==> src/rtl/ebpc_pkg.sv <==
// Shared EBPC types and constants: word width, serializer lane default and serializer FSM states.
package ebpc_pkg;

   localparam int DATA_W            = 8;
   localparam int SER_LANES_DEFAULT = 4;

   typedef enum logic {
      IDLE = 1'b0,
      RUN  = 1'b1
   } ser_state_e;

endpackage

==> src/rtl/ebpc_word_serializer_if.sv <==
// Frame config, wide input beat stream and serialized word stream of the EBPC word serializer.
// Handshakes: a beat/word moves on a clock edge where its vld and rdy are both high;
// vld/data/last are held until accepted and never depend on the receiver's rdy.
interface ebpc_word_serializer_if
   import ebpc_pkg::*;
#(
   parameter int DATA_W = ebpc_pkg::DATA_W,
   parameter int LANES  = ebpc_pkg::SER_LANES_DEFAULT,
   parameter int LEN_W  = 24
) ();

   logic [LEN_W-1:0]        cfg_len_i;
   logic                    cfg_start_i;
   logic                    busy_o;
   logic [LANES*DATA_W-1:0] wide_data_i;
   logic                    wide_vld_i;
   logic                    wide_rdy_o;
   logic [DATA_W-1:0]       data_o;
   logic                    last_o;
   logic                    vld_o;
   logic                    rdy_i;
   logic [31:0]             frames_o;
   logic [31:0]             stall_cnt_o;
   ser_state_e              dbg_state_o;

   modport master (
      input  cfg_len_i, cfg_start_i, wide_data_i, wide_vld_i, rdy_i,
      output busy_o, wide_rdy_o, data_o, last_o, vld_o, frames_o, stall_cnt_o, dbg_state_o
   );

   modport slave (
      output cfg_len_i, cfg_start_i, wide_data_i, wide_vld_i, rdy_i,
      input  busy_o, wide_rdy_o, data_o, last_o, vld_o, frames_o, stall_cnt_o, dbg_state_o
   );

endinterface

==> src/rtl/ebpc_word_serializer.sv <==
// Serializes LANES x DATA_W beats into a framed DATA_W word stream with last on the final word.
// Optional EBPC_SER_PERF_CNT_EN adds saturating completed-frame and output-stall counters.
module ebpc_word_serializer #(
   parameter int DATA_W = ebpc_pkg::DATA_W,
   parameter int LANES  = ebpc_pkg::SER_LANES_DEFAULT,
   parameter int LEN_W  = 24
) (
   input logic                    clk_i,
   input logic                    rst_i,
   ebpc_word_serializer_if.master bus
);
   import ebpc_pkg::*;

   localparam int LW = $clog2(LANES);
   localparam int CW = LEN_W + 1;

   if ((LANES < 2) || ((LANES & (LANES - 1)) != 0)) begin : g_lanes_chk
      $error("LANES must be a power of two and at least 2");
   end

   ser_state_e        state_q, state_d;
   logic [LEN_W-1:0]  rem_q;
   logic [LW-1:0]     lane_q;
   logic [DATA_W-1:0] beat_q [LANES];
   logic              full_q;

   logic [CW-1:0] words_left;
   logic          beats_pending, last_lane, last_word, start_ok;
   logic          out_xfer, in_xfer, wide_rdy;

   // Remaining beats exist exactly when rem exceeds what the buffer still holds.
   assign words_left    = full_q ? (CW'(LANES) - CW'(lane_q)) : '0;
   assign beats_pending = {1'b0, rem_q} > words_left;
   assign last_lane     = (lane_q == LW'(LANES - 1));
   assign last_word     = full_q && (rem_q == LEN_W'(1));
   assign start_ok      = bus.cfg_start_i && (bus.cfg_len_i != '0);
   assign wide_rdy      = (state_q == RUN) && beats_pending &&
                          (!full_q || (last_lane && bus.rdy_i && (rem_q != LEN_W'(1))));
   assign out_xfer      = full_q && bus.rdy_i;
   assign in_xfer       = bus.wide_vld_i && wide_rdy;

   assign bus.busy_o      = (state_q == RUN);
   assign bus.wide_rdy_o  = wide_rdy;
   assign bus.vld_o       = full_q;
   assign bus.data_o      = beat_q[lane_q];
   assign bus.last_o      = last_word;
   assign bus.dbg_state_o = state_q;

   always_ff @(posedge clk_i or posedge rst_i) begin
      if (rst_i) state_q <= IDLE;
      else       state_q <= state_d;
   end

   always_comb begin
      state_d = state_q;
      case (state_q)
         IDLE:    if (start_ok) state_d = RUN;
         RUN:     if (out_xfer && last_word) state_d = IDLE;
         default: state_d = IDLE;
      endcase
   end

   always_ff @(posedge clk_i or posedge rst_i) begin
      if (rst_i) begin
         rem_q  <= '0;
         lane_q <= '0;
         full_q <= 1'b0;
         for (int k = 0; k < LANES; k++) beat_q[k] <= '0;
      end else if (state_q == IDLE) begin
         if (start_ok) begin
            rem_q  <= bus.cfg_len_i;
            lane_q <= '0;
            full_q <= 1'b0;
         end
      end else begin
         if (out_xfer) begin
            rem_q  <= rem_q - LEN_W'(1);
            lane_q <= lane_q + LW'(1);
            // Final word drops any lanes left in the beat.
            if (last_word || (last_lane && !in_xfer)) full_q <= 1'b0;
         end
         if (in_xfer) begin
            for (int k = 0; k < LANES; k++) beat_q[k] <= bus.wide_data_i[k*DATA_W +: DATA_W];
            full_q <= 1'b1;
            lane_q <= '0;
         end
      end
   end

`ifdef EBPC_SER_PERF_CNT_EN
   logic [31:0] frames_q, stall_q;

   always_ff @(posedge clk_i or posedge rst_i) begin
      if (rst_i) begin
         frames_q <= '0;
         stall_q  <= '0;
      end else begin
         if (out_xfer && last_word && (frames_q != '1)) frames_q <= frames_q + 32'd1;
         if (full_q && !bus.rdy_i && (stall_q != '1))   stall_q  <= stall_q + 32'd1;
      end
   end

   assign bus.frames_o    = frames_q;
   assign bus.stall_cnt_o = stall_q;
`else
   assign bus.frames_o    = '0;
   assign bus.stall_cnt_o = '0;
`endif

endmodule

==> src/flat_wrapper.sv <==
// flat-port wrapper written by rule: the top's interface ports become plain ports
module ebpc_word_serializer_flat import ebpc_pkg::*;
#(
   parameter int DATA_W = ebpc_pkg::DATA_W,
   parameter int LANES  = ebpc_pkg::SER_LANES_DEFAULT,
   parameter int LEN_W  = 24
)
  (clk_i, rst_i, bus_cfg_len_i, bus_cfg_start_i, bus_wide_data_i, bus_wide_vld_i, bus_rdy_i, bus_busy_o, bus_wide_rdy_o, bus_data_o, bus_last_o, bus_vld_o, bus_frames_o, bus_stall_cnt_o, bus_dbg_state_o);
  ebpc_word_serializer_if #(.DATA_W(DATA_W), .LANES(LANES), .LEN_W(LEN_W)) bus_i ();
  input logic clk_i;
  input logic rst_i;
  input wire logic [$bits(bus_i.cfg_len_i)-1:0] bus_cfg_len_i;
  input wire logic [$bits(bus_i.cfg_start_i)-1:0] bus_cfg_start_i;
  input wire logic [$bits(bus_i.wide_data_i)-1:0] bus_wide_data_i;
  input wire logic [$bits(bus_i.wide_vld_i)-1:0] bus_wide_vld_i;
  input wire logic [$bits(bus_i.rdy_i)-1:0] bus_rdy_i;
  output wire logic [$bits(bus_i.busy_o)-1:0] bus_busy_o;
  output wire logic [$bits(bus_i.wide_rdy_o)-1:0] bus_wide_rdy_o;
  output wire logic [$bits(bus_i.data_o)-1:0] bus_data_o;
  output wire logic [$bits(bus_i.last_o)-1:0] bus_last_o;
  output wire logic [$bits(bus_i.vld_o)-1:0] bus_vld_o;
  output wire logic [$bits(bus_i.frames_o)-1:0] bus_frames_o;
  output wire logic [$bits(bus_i.stall_cnt_o)-1:0] bus_stall_cnt_o;
  output wire logic [$bits(bus_i.dbg_state_o)-1:0] bus_dbg_state_o;
  assign bus_i.cfg_len_i = bus_cfg_len_i;
  assign bus_i.cfg_start_i = bus_cfg_start_i;
  assign bus_i.wide_data_i = bus_wide_data_i;
  assign bus_i.wide_vld_i = bus_wide_vld_i;
  assign bus_i.rdy_i = bus_rdy_i;
  assign bus_busy_o = bus_i.busy_o;
  assign bus_wide_rdy_o = bus_i.wide_rdy_o;
  assign bus_data_o = bus_i.data_o;
  assign bus_last_o = bus_i.last_o;
  assign bus_vld_o = bus_i.vld_o;
  assign bus_frames_o = bus_i.frames_o;
  assign bus_stall_cnt_o = bus_i.stall_cnt_o;
  assign bus_dbg_state_o = bus_i.dbg_state_o;
  ebpc_word_serializer #(.DATA_W(DATA_W), .LANES(LANES), .LEN_W(LEN_W)) u_core (.clk_i(clk_i), .rst_i(rst_i), .bus(bus_i));
endmodule
==> config.mk <==
export PLATFORM = sky130hd
export DESIGN_NAME = ebpc_word_serializer_flat
export DESIGN_NICKNAME = d
export VERILOG_FILES = /design/src/rtl/ebpc_pkg.sv /design/src/rtl/ebpc_word_serializer_if.sv /design/src/rtl/ebpc_word_serializer.sv /design/src/flat_wrapper.sv
export SDC_FILE = /design/constraint.sdc
export NUM_CORES = 1
export LEC_CHECK = 0
export CAP_MARGIN = 20
export CORE_MARGIN = 2
export CORE_UTILIZATION = 41
export CTS_BUF_LIST = sky130_fd_sc_hd__clkbuf_8 sky130_fd_sc_hd__clkbuf_16
export DETAILED_ROUTE_END_ITERATION = 10
export GPL_TIMING_DRIVEN = 0
export PLACE_DENSITY = 0.77
export SYNTH_ARGS = -nofsm -noshare
export SYNTH_HDL_FRONTEND = slang
export SYNTH_SLANG_ARGS = --single-unit
==> constraint.sdc <==
create_clock -name clk_i -period 2.9 [get_ports clk_i]
set_input_delay 0.58 -clock clk_i [delete_from_list [all_inputs] [get_ports clk_i]]
set_output_delay 0.58 -clock clk_i [all_outputs]
set_load 0.05 [all_outputs]
==> impl_results.md <==
* Height of the die at 101 µm
* Estimated wirelength of the detail-placed design at 7270 µm
* Total routed wirelength at 9530 µm
* Number of antenna violations at the first check in global routing at 0
* Count of pins on the block boundary at 138
* Final Skew at 0.0115 ns
* Dominant synthesized flop cell: sky130_fd_sc_hd__dfrtp_1
* Synth Instances at 382
* Setup slack on the worst flop-to-flop path at 0.40 ns
* GRT Max-Usage Layer: met2
* Flip-flop and latch area at 1500 µm²
* Sequential power share at 30.4%
* Clock network fraction of design power at 13.3%
* Run status: finished clean
* Area of all placed cells without fillers at 5280 µm²
* Hold-critical path depth at 1
* Sequential area share after synthesis at 39.0%
* Number of inserted diodes at 0
* Sum of negative setup slack at 0 ns
* Post-synth EDFFs at 0
* Placement-stage cell area at 4990 µm²
* Most numerous cell on the critical path: sky130_fd_sc_hd__nand2_1
* Count of final max-slew check failures at 0
* Final number of hold-violating endpoints at 0
* Count of clock tree sinks at 60
* Register-to-Register Path Depth at 12
* Unrepaired setup endpoints after global routing: yes
* DRC at 0
* Final ANT Viol Nets at 0
* Critical-path cell list: clkbuf_16, inv_2, ha_4, nand2_1, ha_1, nand2_1, o21ai_1, nand3_1, a21oi_2, buf_6
* Area of the mapped netlist at 3850 µm²
* Average wire per standard cell at 14.6 µm
* Root buffer cell: sky130_fd_sc_hd__clkbuf_8
* Final non-filler cell total at 652
* Final Wtd Congestion at 0.957
* Net Sw Power at 0.00231 W
* Number of buffers created by CTS at 9
* Async set-reset flop share out of synthesis at 100%
* Net total in the final layout at 604
* Final worst-path cycle share at 98.6%
* Startpoint of the lowest-slack register-to-register path: u_core.lane_q[0]$_DFFE_PP0P_
* All-layer global routing usage at 18.8%
* Detailed Route Iter0 Violations at 122
* Area grow syn2layout at 37.1%
* Number of buffers on the longest clock path at 2
* Number of endpoints failing setup at the final stage at 0
* M2 GR Usage at 31.3%
* # H-tree levels at 3
* Cell type contributing the most total cell area after synthesis: sky130_fd_sc_hd__dfrtp_1
* Worst flop-to-flop path endpoint: u_core.beat_q[31]$_DFFE_PP0P_
* Clock transition at the registers of the reported paths at 0.07 ns
* Starting utilization of the core area at 41.9%
* Pre-Repair DR Iteration Count at 4
* Standard cell with the maximum stage delay on the critical path: sky130_fd_sc_hd__dfrtp_1
* Capture endpoint of the worst hold path: u_core.beat_q[14]$_DFFE_PP0P_
* Post-synthesis cell type count at 60
* Die width at 101 µm
* Fill cell total of the finished layout at 813
* Total of warnings raised by yosys at 0
* Endpoint kind of the worst setup timing path: primary output
* Avg Inst Size Synth at 10.1 µm²
* Remaining max-slew budget at the tightest pin at 59.1%
* Clock tree from TritonCTS: done
* Rows at 35
* First-pass GRT wire length at 14900 µm
* Met3 routing resource usage after global routing at 6.38%
* P_int at 0.00278 W
* Class of the most critical setup path: flop to primary output
* Worst hold path class: flop to flop
* Max capacitance violation total at 0
* Core outline area at 9200 µm²
* Residual overflow from global routing at 0
* Area of the multi-input gates at 1990 µm²
* Register bit total from synthesis at 60
* Worst-Margin Slew at 0.612 ns
* Worst endpoint data arrival time at 2.28 ns
* Area of the die at 10200 µm²
* Synth top area cells: sky130_fd_sc_hd__dfrtp_1 39%, sky130_fd_sc_hd__buf_4 13%, sky130_fd_sc_hd__mux2_2 5.8%
* Proportion of netlist area held by the largest area contributor at 39.0%
* Areal power density over the cells at 965 nW/µm²
* Hold Slack at 0.496 ns
* Worst endpoint required time at 2.32 ns
* Vias in the first global route at 3059
* Worst hold start: u_core.beat_q[14]$_DFFE_PP0P_
* Worst setup SP type: flop
* Drt via density at 5.03
* Static Leak at 2.45 nW
* Met1 GRT Util at 23.3%
* Maximum achievable frequency at 350 MHz
* Largest stage delay, worst path at 0.40 ns
* Worst VDD drop at 697 µV
* Switching fraction of total power at 45.4%
* Total placed cells including tap cells at 630
* Fraction of power consumed by combinational cells at 56.3%
* Largest fanout on the critical path at 4
* I/O Buffers at 73
* Clock network latency to the later pin of the worst-skew pair at 0.35 ns
* Vias post-DR at 3278
* Maximum number of pins on one net before global-route repair at 36
* Share of post-route cells with drive strength above 1 at 27.0%
* Final Critical Period at 2.86 ns
## placed cells by master, fill, tap and decap left out, types with 3 or more instances in the layout
| master | instances |
|---|---|
| sky130_fd_sc_hd__o21ai_0 | 17 |
| sky130_fd_sc_hd__dlymetal6s2s_1 | 6 |
| sky130_fd_sc_hd__dfrtp_1 | 60 |
| sky130_fd_sc_hd__clkbuf_8 | 9 |
| sky130_fd_sc_hd__nor3_2 | 4 |
| sky130_fd_sc_hd__mux2_2 | 20 |
| sky130_fd_sc_hd__clkinv_4 | 3 |
| sky130_fd_sc_hd__nor3_1 | 10 |
| sky130_fd_sc_hd__conb_1 | 64 |
| sky130_fd_sc_hd__mux4_2 | 8 |
| sky130_fd_sc_hd__a21oi_1 | 23 |
| sky130_fd_sc_hd__buf_6 | 4 |
| sky130_fd_sc_hd__clkdlybuf4s50_1 | 65 |
| sky130_fd_sc_hd__nand4_1 | 4 |
| sky130_fd_sc_hd__nor2_1 | 17 |
| sky130_fd_sc_hd__nand2_1 | 24 |
| sky130_fd_sc_hd__buf_2 | 4 |
| sky130_fd_sc_hd__o22ai_1 | 8 |
| sky130_fd_sc_hd__inv_1 | 9 |
| sky130_fd_sc_hd__nor4_1 | 5 |
| sky130_fd_sc_hd__nand3_1 | 13 |
| sky130_fd_sc_hd__ha_1 | 6 |
| sky130_fd_sc_hd__clkbuf_1 | 8 |
| sky130_fd_sc_hd__mux2_1 | 13 |
| sky130_fd_sc_hd__buf_4 | 72 |
## cell type report
class / count / share of cell area [%]
multi-input combinational: 292 / 37.7
buffer: 83 / 11.7
timing repair buffer: 80 / 15.4
sequential: 60 / 28.4
tap: 111 / 2.63
inverter: 10 / 0.711
clock inverter: 7 / 1.02
clock buffer: 9 / 2.35
## cell usage after synthesis, drive strengths merged (3+ instances only)
cell type   n
or4         3
o22ai       8
and3        3
nor2       17
clkbuf     10
a21oi      24
nor4        7
inv        10
buf        73
a21boi      3
ha          7
nand4       5
nand2      24
nor3       15
dfrtp      60
o21ai      18
mux4        8
nand3      13
mux2       33
## worst max-delay path by stage
stage | start | to | cells after the start
4_1_cts | u_core.lane_q[0]$_DFFE_PP0P_ | bus_wide_rdy_o | 10
2_1_floorplan | u_core.lane_q[0]$_DFFE_PP0P_ | bus_wide_rdy_o | 9
5_1_grt | u_core.lane_q[0]$_DFFE_PP0P_ | bus_wide_rdy_o | 10
3_3_place_gp | u_core.lane_q[0]$_DFFE_PP0P_ | bus_wide_rdy_o | 10
6_report | u_core.lane_q[0]$_DFFE_PP0P_ | bus_wide_rdy_o | 10
3_5_place_dp | u_core.lane_q[0]$_DFFE_PP0P_ | bus_wide_rdy_o | 10
## metal layers
metal	vias to the layer above	wire length (µm)	share of wire (%)
met1	1531	3850	40
met5	-	0	0
met3	17	832	8.7
met2	159	4700	49
li1	1571	-	-
met4	0	148	1.6
## logic make-up (layout without fill, tap and decap cells)
family | count (synthesis) | in the layout | share of synthesized area (%)
AO/OA/AOI/OAI | 79 | 79 | 13.1
XOR/XNOR | 1 | 1 | 0.227
adder cells (fa/ha/maj) | 7 | 7 | 2.27
buffers and inverters | 93 | 189 | 16.2
flip-flops | 60 | 60 | 39.0
multiplexers | 43 | 43 | 14.8
other | 1 | 64 | 0.0974
AND/OR/NAND/NOR | 98 | 98 | 14.3
## sequential cells by signal, summed over array words and instances (netlist names)
register	count
u_core.beat_q	32
u_core.bus.busy_o	1
u_core.bus.vld_o	1
u_core.lane_q	2
u_core.rem_q	24
## worst max-delay path: cells and delay by family, from the launching register on
family | cells | cell delay, ns
buf+inv | 3 | 0.39
fa+ha+maj | 2 | 0.58
compound gates | 2 | 0.33
simple gates | 3 | 0.24
flops | 1 | 0.40
## through the flow
stage          setup WS [ns]  util (%)  total power [W]
3_5_place_dp          -0.922      54.2          0.00429
6_report              0.0418      57.4          0.00510
3_3_place_gp          -0.917      54.0          0.00418
4_1_cts              -0.0602      56.5          0.00502
5_1_grt               -0.107      57.4          0.00543
2_1_floorplan         -0.112         -          0.00355
## power groups by stage
stage	registers, W	clock network, W	logic (W)
global placement	0.00151	0	0.00266
finish	0.00155	0.000680	0.00287
floorplan	0.00148	0	0.00207
global route	0.00160	0.000733	0.00310
detailed placement	0.00155	0	0.00273
CTS	0.00154	0.000692	0.00279
## what timing repair did
action                                  in CTS  in global routing
buffers inserted                             0                  6
hold buffers                                 0                  0
endpoints found under the hold margin        0                  0
pin swaps                                    0                  5
endpoints found under the setup margin      44                  2
gates resized for setup                     18                 11
Note: power is estimated with default switching activity, not from simulation.
